**src/rtl/spi_seq_pkg.sv**
```systemverilog
// Shared types, command constants and helpers for the SPI sensor sequencer.
// Command words use {rd, addr[6:0], data[7:0]}.
package spi_seq_pkg;

  typedef enum logic [3:0] {
    PWR_WAIT,
    CFG0,
    CFG1,
    CFG2,
    WAIT_INT,
    RD_PL,
    RD_PH,
    RD_YL,
    RD_YH
  } seq_state_t;

  localparam logic [15:0] CFG0_CMD = 16'h0D02;
  localparam logic [15:0] CFG1_CMD = 16'h1053;
  localparam logic [15:0] CFG2_CMD = 16'h1150;

  localparam logic [6:0] PTCH_L = 7'h22;
  localparam logic [6:0] PTCH_H = 7'h23;
  localparam logic [6:0] YAW_L  = 7'h26;
  localparam logic [6:0] YAW_H  = 7'h27;

  function automatic logic [15:0] rd_cmd(input logic [6:0] addr);
    return {1'b1, addr, 8'h00};
  endfunction

  // States that own an SPI transaction (issue phase, then wait-for-done phase)
  function automatic logic is_cmd_state(input seq_state_t s);
    return (s != PWR_WAIT) && (s != WAIT_INT);
  endfunction

  function automatic logic [15:0] state_cmd(input seq_state_t s);
    logic [15:0] c;
    case (s)
      CFG0:    c = CFG0_CMD;
      CFG1:    c = CFG1_CMD;
      CFG2:    c = CFG2_CMD;
      RD_PL:   c = rd_cmd(PTCH_L);
      RD_PH:   c = rd_cmd(PTCH_H);
      RD_YL:   c = rd_cmd(YAW_L);
      RD_YH:   c = rd_cmd(YAW_H);
      default: c = 16'h0000;
    endcase
    return c;
  endfunction

endpackage

```
**src/rtl/spi_sensor_seq_if.sv**
```systemverilog
// Handshake between the sequencer (master side) and the 16-bit SPI master.
interface spi_sensor_seq_if;
  logic        wrt;
  logic [15:0] cmd;
  logic        done;
  logic [15:0] rd_data;

  modport master (output wrt, output cmd, input done, input rd_data);
  modport slave  (input wrt, input cmd, output done, output rd_data);
endinterface

```
**src/rtl/sync2.sv**
```systemverilog
// Two-flop synchronizer for a single asynchronous level input.
module sync2 (
  input  logic clk,
  input  logic rst_n,
  input  logic d,
  output logic q
);

  logic meta_reg;
  logic sync_reg;

  always_ff @(posedge clk or negedge rst_n) begin
    if (!rst_n) begin
      meta_reg <= 1'b0;
      sync_reg <= 1'b0;
    end else begin
      meta_reg <= d;
      sync_reg <= meta_reg;
    end
  end

  assign q = sync_reg;

endmodule

```
**src/rtl/spi_sensor_seq.sv**
```systemverilog
// Power-up configuration and interrupt-driven pitch/yaw readout of an inertial
// sensor through a 16-bit SPI master.
module spi_sensor_seq
  import spi_seq_pkg::*;
#(
  parameter int unsigned INIT_DLY = 16'hFFFF
) (
  input  logic             clk,
  input  logic             rst_n,
  input  logic             INT,
  spi_sensor_seq_if.master spi,
  output logic [15:0]      ptch,
  output logic [15:0]      yaw,
  output logic             vld
);

  localparam logic [15:0] DLY_LAST = 16'(INIT_DLY - 1);

  seq_state_t  state_reg;
  seq_state_t  state_next;
  logic        issued_reg;
  logic [15:0] dly_cnt_reg;
  logic [15:0] cmd_reg;
  logic [7:0]  pl_hold_reg;
  logic [7:0]  ph_hold_reg;
  logic [7:0]  yl_hold_reg;
  logic [15:0] ptch_reg;
  logic [15:0] yaw_reg;
  logic        vld_reg;
  logic        int_s;
  logic        wait_done;
  logic        unused_rd_hi;

  sync2 u_int_sync (
    .clk   (clk),
    .rst_n (rst_n),
    .d     (INT),
    .q     (int_s)
  );

  // done only counts once this state's wrt has gone out
  assign wait_done    = issued_reg & spi.done;
  assign unused_rd_hi = &spi.rd_data[15:8];

  always_ff @(posedge clk or negedge rst_n) begin
    if (!rst_n) state_reg <= PWR_WAIT;
    else        state_reg <= state_next;
  end

  always_comb begin
    state_next = state_reg;
    case (state_reg)
      PWR_WAIT: if (dly_cnt_reg == DLY_LAST) state_next = CFG0;
      CFG0:     if (wait_done) state_next = CFG1;
      CFG1:     if (wait_done) state_next = CFG2;
      CFG2:     if (wait_done) state_next = WAIT_INT;
      WAIT_INT: if (int_s) state_next = RD_PL;
      RD_PL:    if (wait_done) state_next = RD_PH;
      RD_PH:    if (wait_done) state_next = RD_YL;
      RD_YL:    if (wait_done) state_next = RD_YH;
      RD_YH:    if (wait_done) state_next = WAIT_INT;
      default:  state_next = PWR_WAIT;
    endcase
  end

  always_comb begin
    spi.wrt = is_cmd_state(state_reg) & ~issued_reg;
  end

  assign spi.cmd = cmd_reg;
  assign ptch    = ptch_reg;
  assign yaw     = yaw_reg;
  assign vld     = vld_reg;

  always_ff @(posedge clk or negedge rst_n) begin
    if (!rst_n) begin
      issued_reg  <= 1'b0;
      dly_cnt_reg <= 16'h0000;
      cmd_reg     <= 16'h0000;
    end else begin
      issued_reg  <= is_cmd_state(state_reg) && (state_next == state_reg);
      dly_cnt_reg <= (state_reg == PWR_WAIT) ? dly_cnt_reg + 16'd1 : 16'h0000;
      // Load the command on entry so it is stable from the wrt cycle onward
      if ((state_next != state_reg) && is_cmd_state(state_next))
        cmd_reg <= state_cmd(state_next);
    end
  end

  always_ff @(posedge clk or negedge rst_n) begin
    if (!rst_n) begin
      pl_hold_reg <= 8'h00;
      ph_hold_reg <= 8'h00;
      yl_hold_reg <= 8'h00;
      ptch_reg    <= 16'h0000;
      yaw_reg     <= 16'h0000;
      vld_reg     <= 1'b0;
    end else begin
      vld_reg <= 1'b0;
      if (wait_done) begin
        case (state_reg)
          RD_PL: pl_hold_reg <= spi.rd_data[7:0];
          RD_PH: ph_hold_reg <= spi.rd_data[7:0];
          RD_YL: yl_hold_reg <= spi.rd_data[7:0];
          RD_YH: begin
            ptch_reg <= {ph_hold_reg, pl_hold_reg};
            yaw_reg  <= {spi.rd_data[7:0], yl_hold_reg};
            vld_reg  <= 1'b1;
          end
          default: ;
        endcase
      end
    end
  end

endmodule

```
**src/flat_wrapper.sv**
```systemverilog
// flat-port wrapper written by rule: the top's interface ports become plain ports
module spi_sensor_seq_flat import spi_seq_pkg::*;
#(
  parameter int unsigned INIT_DLY = 16'hFFFF
)
  (clk, rst_n, INT, ptch, yaw, vld, spi_wrt, spi_cmd, spi_done, spi_rd_data);
  spi_sensor_seq_if spi_i ();
  input  logic clk;
  input  logic rst_n;
  input  logic INT;
  output logic [15:0] ptch;
  output logic [15:0] yaw;
  output logic vld;
  output wire logic [$bits(spi_i.wrt)-1:0] spi_wrt;
  output wire logic [$bits(spi_i.cmd)-1:0] spi_cmd;
  input wire logic [$bits(spi_i.done)-1:0] spi_done;
  input wire logic [$bits(spi_i.rd_data)-1:0] spi_rd_data;
  assign spi_wrt = spi_i.wrt;
  assign spi_cmd = spi_i.cmd;
  assign spi_i.done = spi_done;
  assign spi_i.rd_data = spi_rd_data;
  spi_sensor_seq #(.INIT_DLY(INIT_DLY)) u_core (.clk(clk), .rst_n(rst_n), .INT(INT), .spi(spi_i), .ptch(ptch), .yaw(yaw), .vld(vld));
endmodule
```
**config.mk**
```make
export PLATFORM = sky130hd
export DESIGN_NAME = spi_sensor_seq_flat
export DESIGN_NICKNAME = d
export VERILOG_FILES = /design/src/rtl/spi_seq_pkg.sv /design/src/rtl/spi_sensor_seq_if.sv /design/src/rtl/sync2.sv /design/src/rtl/spi_sensor_seq.sv /design/src/flat_wrapper.sv
export SDC_FILE = /design/constraint.sdc
export NUM_CORES = 1
export LEC_CHECK = 0
export ABC_AREA = 1
export CAP_MARGIN = 20
export CORE_MARGIN = 3
export CORE_UTILIZATION = 28
export CTS_CLUSTER_SIZE = 14
export DETAILED_ROUTE_END_ITERATION = 10
export SETUP_SLACK_MARGIN = 0.05
export SYNTH_ARGS = -nofsm -noshare
export SYNTH_HDL_FRONTEND = slang
export SYNTH_SLANG_ARGS = --single-unit
```
**constraint.sdc**
```tcl
create_clock -name clk -period 1.75 [get_ports clk]
set_input_delay 0.35 -clock clk [delete_from_list [all_inputs] [get_ports clk]]
set_output_delay 0.35 -clock clk [all_outputs]
set_load 0.005 [all_outputs]
```
==> results.tsv, run 1 <==
metric	value	unit
status	finished, final reports clean	
Flop pwr share	38.9	%
clk sinks	87	
register area share after synthesis	57.07	%
largest net degree at the start of global routing	41	
First-pass DRT Iterations	4	
Required @ worst endpoint	2.03	ns
Routed WL	8.632	mm
register area	2180	um2
H-tree level count	3	
drc violations	0	
die height	122.7	um
number of global-route vias before repair	2922	
worst-path cell chain	nor2_4 -> buf_4 -> nand2_2 -> a21oi_2 -> nor2_4 -> nand2_4 -> nand2_4 -> nand3_4 -> buf_4 -> nand3_1 -> nand2_1	
Setup crit end kind	register	
IO buf count	56	
die area	15060	um2
Synth area leader	dfrtp_1	
min-delay src	u_core.u_int_sync.meta_reg$_DFF_PN0_	
fin. max-slew vios	0	
FF-to-FF path depth	11	
Vias	3018	
Setup violations, final	0	
Main synth FF type	dfrtp_1	
Final period util	94.79	%
Initial Utilization	28.69	%
Max clock buf depth	2	
r2r startpoint	u_core.state_reg[0]$_DFF_PN0_	
Synth Register Bits	87	
switching pwr	2313	uW
reg2reg setup slack	0.09	ns
GPL Wtd Cong	0.8814	
hold path endpoint	u_core.u_int_sync.q$_DFF_PN0_	
Gate power share	34.5	%
Hold Path Stages	0	
Power Dens Cells	1355	nW/um2
first-pass GRT wire length	13.72	mm
yosys warns	0	
TritonCTS clock tree	done	
Clk Latency, worst-skew pair	0.33	ns
core area	13300	um2
Hold Violations, Final	0	
DP Cell Count	670	
slew at the pin with the worst max-slew slack	0.6102	ns
Via density	4.305	
die width	122.7	um
Async S/R FF share, synth	100.0	%
Cell variety after synth	28	
Clock Skews	0.006680	ns
area grow syn2layout	34.93	%
Final WS setup	0.09123	ns
row count	42	
Max rail drop VDD	0.5623	mV
Critical-path top delay cell	dfrtp_2	
Avg Inst Size Synth	8.750	um2
Synth top cells by count	nand2_1, dfrtp_1, inv_1, o21ai_0, nor2_1	
Max Cap Viol	0	
worst reg2reg path endpoint	u_core.spi.cmd[12]$_DFFE_PN0P_	
Place WS	-0.1969	ns
RSZ-0062 raised after global routing	yes	
clock root cell	clkbuf_16	
grt ovf	0	
n_diodes	0	
Fmax	602.9	MHz
dpl hpwl	6.076	mm
crit-path max cell delay	0.42	ns
fin cells	701	
Tot GR Track Use	11.55	%
min Tclk post-route	1.659	ns
worst relative slew slack	59.26	%
fillcell total	1326	
number of flops mapped to enable cells by yosys	0	
power share of the clock group	26.6	%
initial antenna violation count	0	
clk slew on worst S/H paths	0.06	ns
P_int	4660	uW
total CTS buffers	9	
Sw Ratio	33.17	%
synthesized cell area	3815	um2
drt initial violations	180	
Power, Total	6973	uW
Crit path arrival time	1.93	ns
Min Hold Slack	0.3844	ns
critical path fanouts, max	7	
critical path type	reg -> reg	
routed len/inst	12.31	um
I/O pin cnt	70	
Synth area leaders	dfrtp_1, nand2_1, o21ai_0	
most numerous cell in the Yosys netlist	nand2_1	
cells after synthesis	436	
area of the multi-input gates	1491	um2
Worst setup SP type	register	
fraction of layout cells with a size suffix above 1	20.57	%
post-layout net count	543	
Leakage	0.002475	uW
Util after Layout	38.72	%
Routed Antenna Nets	0	
top cell type's share of synthesized area	57.07	%
worst min path class	reg -> reg	
-- through the flow --
step	area [um2]	setup TNS, ns
global placement	4636	-5.106
finish	5147	0
global route	5147	-0.1892
floorplan	3830	0
CTS	4964	0
detailed placement	4636	-4.606
-- routing by layer --
layer	wire, um	global-route usage (%)	vias up
li1	-	-	1525
met1	3905	14.41	1432
met2	4184	18.86	47
met3	357	3.226	14
met4	185	4.689	0
met5	0	0	-
-- timing repair --
item	4_1_cts	5_1_grt
gates resized for setup	3	33
hold buffers	1	0
endpoints found under the hold margin	28	0
gates cloned	0	0
pin swaps	1	12
endpoints found under the setup margin	1	12
setup buffers	4	11
-- worst max path at each step --
stage / startpoint / endpoint / slack, ns
CTS: u_core.dly_cnt_reg[0]$_DFF_PN0_ / u_core.spi.cmd[1]$_DFFE_PN0P_ / 0.08
finish: u_core.state_reg[0]$_DFF_PN0_ / u_core.spi.cmd[12]$_DFFE_PN0P_ / 0.09
global route: u_core.dly_cnt_reg[0]$_DFF_PN0_ / u_core.spi.cmd[10]$_DFFE_PN0P_ / -0.04
detailed placement: spi_done / u_core.spi.cmd[1]$_DFFE_PN0P_ / -0.20
floorplan: u_core.state_reg[0]$_DFF_PN0_ / u_core.spi.cmd[10]$_DFFE_PN0P_ / 0.27
global placement: spi_done / u_core.spi.cmd[8]$_DFFE_PN0P_ / -0.18
-- kinds of logic after synthesis --
family	count (synthesis)	share of synthesized area, %
simple gates	235	27.71
flops	87	57.07
buf+inv	57	6.691
compound gates	51	7.052
fa+ha+maj	2	0.6558
xor+xnor	2	0.4593
other cells	1	0.09830
mux	1	0.2624
-- critical path: cells and delay by family (launching register included) --
| family | cells | cell delay, ns |
|---|---|---|
| buffers and inverters | 2 | 0.29 |
| DFF | 1 | 0.42 |
| AOI/OAI and AO/OA | 1 | 0.18 |
| and+or+nand+nor | 8 | 0.68 |
-- final cells by class --
class                           instances  area share (%)
Sequential cell                        87           42.34
Multi-Input combinational cell        296           28.97
Timing Repair Buffer                   89           15.92
Clock buffer                           10           4.448
Tap cell                              176           4.278
Inverter                               38           2.917
Clock inverter                          5           1.118
-- cells in the final DEF (no fill, tap or decap), types with 6 or more instances in the layout --
cell type / instances
nand2_1: 150
dfrtp_1: 85
clkdlybuf4s50_1: 54
buf_4: 32
inv_1: 27
o21ai_0: 26
nor2_1: 20
nand2_2: 15
nand3_1: 15
o21ai_1: 11
nor2_2: 9
clkbuf_16: 9
inv_2: 8
a21oi_1: 7
nor2_4: 6
nor3_1: 6
-- power groups by stage --
stage	clock network [uW]	logic (uW)	registers [uW]
after floorplan	0	1270	2710
after global placement	0	1920	2740
after detailed placement	0	1980	2750
after CTS	1910	2060	2700
after global routing	2000	2690	2760
final	1860	2410	2710
Power figures use the tool's default switching activity.
==> run 2, diff against run 1 <==
--- a/config.mk
+++ b/config.mk
@@ -9,6 +9,7 @@
 export CAP_MARGIN = 20
 export CORE_MARGIN = 3
 export CORE_UTILIZATION = 28
+export CTS_BUF_LIST = sky130_fd_sc_hd__clkbuf_4
 export CTS_CLUSTER_SIZE = 14
 export DETAILED_ROUTE_END_ITERATION = 10
 export SETUP_SLACK_MARGIN = 0.05
==> constraint.sdc (replaced) <==
create_clock -name clk -period 2.13 [get_ports clk]
set_input_delay 0.426 -clock clk [delete_from_list [all_inputs] [get_ports clk]]
set_output_delay 0.426 -clock clk [all_outputs]
set_load 0.005 [all_outputs]
==> results.tsv, run 2 (synthesis results as in run 1) <==
metric	value	unit	change
largest net degree at the start of global routing	41		unchanged
slew at the pin with the worst max-slew slack	0.6302	ns	was 0.6102 ns
Crit path arrival time	2.12	ns	was 1.93 ns
Setup violations, final	0		unchanged
most frequent cells in the layout	nand2_1, dfrtp_1, clkdlybuf4s50_1		unchanged
Clk Latency, worst-skew pair	0.43	ns	was 0.33 ns
busiest grt layer	met2		unchanged
reg2reg setup slack	0.34	ns	was 0.09 ns
grt ovf	0		unchanged
CP delay by family, top	simple AND/OR/NAND/NOR gates		unchanged
Max Cap Viol	0		unchanged
worst reg2reg path endpoint	u_core.spi.cmd[10]$_DFFE_PN0P_		was u_core.spi.cmd[12]$_DFFE_PN0P_
worst min path class	in -> async		was reg -> reg
status	finished, final reports clean		unchanged
row count	42		unchanged
worst relative slew slack	57.92	%	was 59.26%
fin. max-slew vios	0		unchanged
die area	15060	um2	unchanged
fin cells	681		was 701
setup_tns	0	ns	unchanged
Max clock buf depth	2		unchanged
Leakage	0.002301	uW	was 0.002475 uW
I/O pin cnt	70		unchanged
Via density	4.307		was 4.305
die height	122.7	um	unchanged
number of global-route vias before repair	2799		was 2922
Setup crit end kind	register		unchanged
Routed Antenna Nets	0		unchanged
area grow syn2layout	23.84	%	was 34.93%
fraction of layout cells with a size suffix above 1	12.90	%	was 20.57%
Max rail drop VDD	0.2991	mV	was 0.5623 mV
clock root cell	clkbuf_4		was clkbuf_16
IO buf count	56		unchanged
Power Dens Cells	983.2	nW/um2	was 1355 nW/um2
DP Cell Count	660		was 670
first-pass GRT wire length	13.57	mm	was 13.72 mm
FF-to-FF path depth	11		unchanged
clk sinks	87		unchanged
Worst setup SP type	register		unchanged
total CTS buffers	9		unchanged
Critical-path top delay cell	dfrtp_2		unchanged
Clock Skews	0.01910	ns	was 0.006680 ns
RSZ-0062 raised after global routing	no		was yes
TritonCTS clock tree	done		unchanged
Routed WL	8.128	mm	was 8.632 mm
Vias	2933		was 3018
routed len/inst	11.94	um	was 12.31 um
First-pass DRT Iterations	4		unchanged
post-layout net count	521		was 543
dpl hpwl	5.866	mm	was 6.076 mm
worst-path cell chain	nor2_4 -> buf_4 -> nand2_2 -> nor2_4 -> nand3_2 -> nand2_4 -> nand2_2 -> nand3_4 -> nand2_4 -> nand2_1 -> nand2_1		was nor2_4 -> buf_4 -> nand2_2 -> a21oi_2 -> nor2_4 -> nand2_4 -> nand2_4 -> nand3_4 -> buf_4 -> nand3_1 -> nand2_1
core area	13300	um2	unchanged
Initial Utilization	28.69	%	unchanged
Buf/Inv on CP	1		was 2
r2r startpoint	u_core.state_reg[0]$_DFF_PN0_		unchanged
min Tclk post-route	1.786	ns	was 1.659 ns
GPL Wtd Cong	0.8044		was 0.8814
most common cell after layout, fill and taps aside	nand2_1		unchanged
crit-path max cell delay	0.46	ns	was 0.42 ns
Hold Violations, Final	0		unchanged
critical path fanouts, max	8		was 7
H-tree level count	3		unchanged
clk slew on worst S/H paths	0.15	ns	was 0.06 ns
Worst path depth	11		unchanged
M3 GR Usage	3.041	%	was 3.226%
M1 GR Usage	15.00	%	was 14.41%
Required @ worst endpoint	2.46	ns	was 2.03 ns
drc violations	0		unchanged
Fmax	560.0	MHz	was 602.9 MHz
met2 usage	18.07	%	was 18.86%
die width	122.7	um	unchanged
Tot GR Track Use	11.44	%	was 11.55%
Final period util	83.83	%	was 94.79%
initial antenna violation count	0		unchanged
drt initial violations	201		was 180
critical path type	reg -> reg		unchanged
## run 2: worst max path at each step
| stage | endpoint | start | slack (ns) |
|---|---|---|---|
| 2_1_floorplan | u_core.spi.cmd[10]$_DFFE_PN0P_ | spi_done | 0.62 |
| 3_5_place_dp | u_core.spi.cmd[10]$_DFFE_PN0P_ | spi_done | 0.04 |
| 4_1_cts | spi_wrt | u_core.state_reg[3]$_DFF_PN0_ | 0.07 |
| 5_1_grt | spi_cmd[6] | u_core.spi.cmd[12]$_DFFE_PN0P_ | 0.20 |
| 3_3_place_gp | u_core.spi.cmd[12]$_DFFE_PN0P_ | spi_done | 0.07 |
| 6_report | u_core.spi.cmd[10]$_DFFE_PN0P_ | u_core.state_reg[0]$_DFF_PN0_ | 0.34 |
## run 2: report_power, final
part / internal (uW) / switching, uW
logic: 673 / 906
registers: 2000 / 222
clock network: 254 / 588
total: 2930 / 1720
## run 2: layout make-up
| cell class | count | area (um2) |
|---|---|---|
| fillers | 1370 | 8571 |
| flip-flops and latches | 87 | 2181 |
| multi-input cells | 296 | 1398 |
| repair buffers | 67 | 658.1 |
| well taps | 176 | 220.2 |
| inverters | 38 | 142.6 |
| clock buffers | 9 | 67.56 |
| clock inverters | 7 | 55.05 |
| diodes | 1 | 2.502 |
## run 2: repair_timing
item                       4_1_cts  5_1_grt
setup endpoints to repair        1        1
setup buffers                    3        0
gates resized for setup          3        1
hold buffers                     1        0
pin swaps                        1        0
hold endpoints to repair        21        0
## run 2: metal layers
| layer | vias to the layer above | routed length (um) |
|---|---|---|
| met1 | 1394 | 3790 |
| met4 | 0 | 105 |
| met5 | - | 0 |
| met3 | 7 | 346 |
| li1 | 1477 | - |
| met2 | 55 | 3885 |
## run 2: metrics by stage
step | hold slack, ns | power, uW | util (%) | worst slack [ns] | instance area (um2)
finish | 0.3964 | 4645 | 35.54 | 0.3443 | 4725
global route | 0.3710 | 5037 | 35.52 | 0.2013 | 4722
CTS | 0.3705 | 4720 | 35.50 | 0.07118 | 4720
detailed placement | 0.3410 | 3818 | 34.30 | 0.04407 | 4561
global placement | 0.3380 | 3769 | 34.30 | 0.06771 | 4561
floorplan | 0.1304 | 3265 | - | 0.6246 | 3830
==> run 3, diff against run 2 <==
==> constraint.sdc (replaced) <==
create_clock -name clk -period 1.85 [get_ports clk]
set_input_delay 0.37 -clock clk [delete_from_list [all_inputs] [get_ports clk]]
set_output_delay 0.37 -clock clk [all_outputs]
set_load 0.005 [all_outputs]
==> results.tsv, run 3 (synthesis results as in run 1) <==
metric	value	unit	change
total CTS buffers	9		unchanged
clk slew on worst S/H paths	0.14	ns	was 0.15 ns
clock root cell	clkbuf_4		unchanged
Setup crit end kind	primary output		was register
worst min path class	in -> async		unchanged
Max clock buf depth	2		unchanged
fin cells	690		was 681
crit path to	spi_wrt		was u_core.spi.cmd[10]$_DFFE_PN0P_
RSZ-0062 raised after global routing	no		unchanged
die width	122.7	um	unchanged
Hold Violations, Final	0		unchanged
Critical Path Start	u_core.state_reg[1]$_DFF_PN0_		was u_core.state_reg[0]$_DFF_PN0_
dpl hpwl	5.850	mm	was 5.866 mm
Clk Latency, worst-skew pair	0.43	ns	about the same
drt initial violations	198		was 201
I/O pin cnt	70		unchanged
TritonCTS clock tree	done		unchanged
Flop pwr share	45.7	%	was 47.9%
Worst setup SP type	register		unchanged
Sw Ratio	35.37	%	was 36.94%
n_diodes	0		was 1
Initial Utilization	28.69	%	unchanged
worst reg2reg path endpoint	u_core.spi.cmd[10]$_DFFE_PN0P_		unchanged
core area	13300	um2	unchanged
Leakage	0.002389	uW	was 0.002301 uW
switching pwr	1979	uW	was 1716 uW
Routed WL	8.425	mm	was 8.128 mm
number of global-route vias before repair	2918		was 2799
die height	122.7	um	unchanged
H-tree level count	3		unchanged
worst relative slew slack	57.26	%	was 57.92%
P_int	3617	uW	was 2929 uW
Max rail drop VDD	0.3044	mV	was 0.2991 mV
most common cell after layout, fill and taps aside	nand2_1		unchanged
Routed Antenna Nets	0		unchanged
reg2reg setup slack	0.18	ns	was 0.34 ns
Min Hold Slack	0.3318	ns	was 0.3964 ns
CP delay by family, top	flip-flops		was simple AND/OR/NAND/NOR gates
Buf/Inv on CP	1		unchanged
first-pass GRT wire length	14.06	mm	was 13.57 mm
grt ovf	0		unchanged
routed len/inst	12.21	um	was 11.94 um
Setup violations, final	0		unchanged
drc violations	0		unchanged
crit-path max cell delay	0.48	ns	was 0.46 ns
row count	42		unchanged
clk sinks	87		unchanged
Util after Layout	36.29	%	was 35.54%
Vias	3015		was 2933
critical path fanouts, max	5		was 8
Clock Skews	0.01375	ns	was 0.01910 ns
Gate power share	35.6	%	was 34.0%
First-pass DRT Iterations	6		was 4
min Tclk post-route	1.726	ns	
Max Cap Viol	0		unchanged
Required @ worst endpoint	1.48	ns	was 2.46 ns
Via density	4.370		was 4.307
worst-path cell chain	nor2_4 -> a21oi_1 -> dlygate4sd2_1		was nor2_4 -> buf_4 -> nand2_2 -> nor2_4 -> nand3_2 -> nand2_4 -> nand2_2 -> nand3_4 -> nand2_4 -> nand2_1 -> nand2_1
DP Area	4606	um2	was 4561 um2
Critical-path top delay cell	dfrtp_2		unchanged
slew at the pin with the worst max-slew slack	0.6402	ns	was 0.6302 ns
Final period util	93.28	%	
Power Dens Cells	1160	nW/um2	was 983.2 nW/um2
Tot GR Track Use	11.77	%	was 11.44%
fraction of layout cells with a size suffix above 1	14.79	%	was 12.90%
Fmax	579.5	MHz	
die area	15060	um2	unchanged
Crit path arrival time	1.36	ns	was 2.12 ns
status	finished, final reports clean		unchanged
FF-to-FF path depth	11		unchanged
power share of the clock group	18.7	%	was 18.1%
fin. max-slew vios	0		unchanged
initial antenna violation count	0		unchanged
GPL Wtd Cong	0.8211		was 0.8044
DP Cell Count	666		was 660
r2r startpoint	u_core.state_reg[1]$_DFF_PN0_		was u_core.state_reg[0]$_DFF_PN0_
critical path type	reg -> out		was reg -> reg
most frequent cells in the layout	nand2_1, dfrtp_1, clkdlybuf4s50_1		unchanged
largest net degree at the start of global routing	69		was 41
Power, Total	5596	uW	was 4645 uW
post-layout net count	533		was 521
fin area	4825	um2	was 4725 um2
IO buf count	56		unchanged
Worst path depth	3		was 11
area grow syn2layout	26.47	%	was 23.84%
-- run 3: final cells by class --
cell class / instances / area [um2]
timing repair buffer: 79 / 749.5
tap: 176 / 220.2
clock buffer: 9 / 67.56
inverter: 38 / 142.6
fill: 1357 / 8471
multi-input combinational: 296 / 1405
sequential: 87 / 2180
clock inverter: 5 / 60.06
-- run 3: worst reg2reg max path, stage by stage, from the launching register on --
cell     delay, ns
dfrtp_2       0.48
nor2_4        0.11
buf_4         0.15
nand2_2       0.08
a21oi_1       0.22
nor2_4        0.06
nand2_4       0.10
nand2_2       0.07
nand3_4       0.11
nand2_4       0.09
nand2_1       0.06
nand2_1       0.05
-- run 3: what timing repair did --
action                     in CTS  in global routing
hold buffers                    1                  0
setup endpoints to repair       1                 16
setup buffers                   3                  6
hold endpoints to repair       19                  0
gates resized for setup         3                  5
pin swaps                       1                  2
cloned                          0                  0
-- run 3: through the flow --
stage          setup TNS [ns]  worst slack [ns]
2_1_floorplan               0            0.3689
3_3_place_gp           -2.577           -0.1182
3_5_place_dp           -3.024           -0.1517
4_1_cts                     0           0.06625
5_1_grt                     0           0.04416
6_report                    0            0.1244
-- run 3: worst min-delay path by stage --
stage               startpoint                         endpoint  slack, ns  cells after the start
floorplan                rst_n  u_core.dly_cnt_reg[0]$_DFF_PN0_       0.07                      0
global route             rst_n      u_core.ptch[14]$_DFFE_PN0P_       0.32                      2
global placement         rst_n      u_core.ptch[14]$_DFFE_PN0P_       0.27                      1
finish                   rst_n      u_core.ptch[14]$_DFFE_PN0P_       0.33                      2
detailed placement       rst_n      u_core.ptch[14]$_DFFE_PN0P_       0.27                      1
CTS                      rst_n      u_core.ptch[14]$_DFFE_PN0P_       0.30                      2
-- run 3: power by group through the flow --
stage,combinational [uW],clock (uW),sequential (uW)
2_1_floorplan,1200,0,2560
5_1_grt,2240,1160,2610
3_3_place_gp,1790,0,2590
3_5_place_dp,1830,0,2600
6_report,1990,1050,2560
4_1_cts,1890,1090,2560
-- run 3: metal layers --
metal	up-vias	share of wire [%]	track usage, %
li1	1508	-	-
met1	1434	45	15.49
met2	60	48	18.41
met3	13	4.7	2.719
met4	0	2.1	5.388
met5	-	0	0
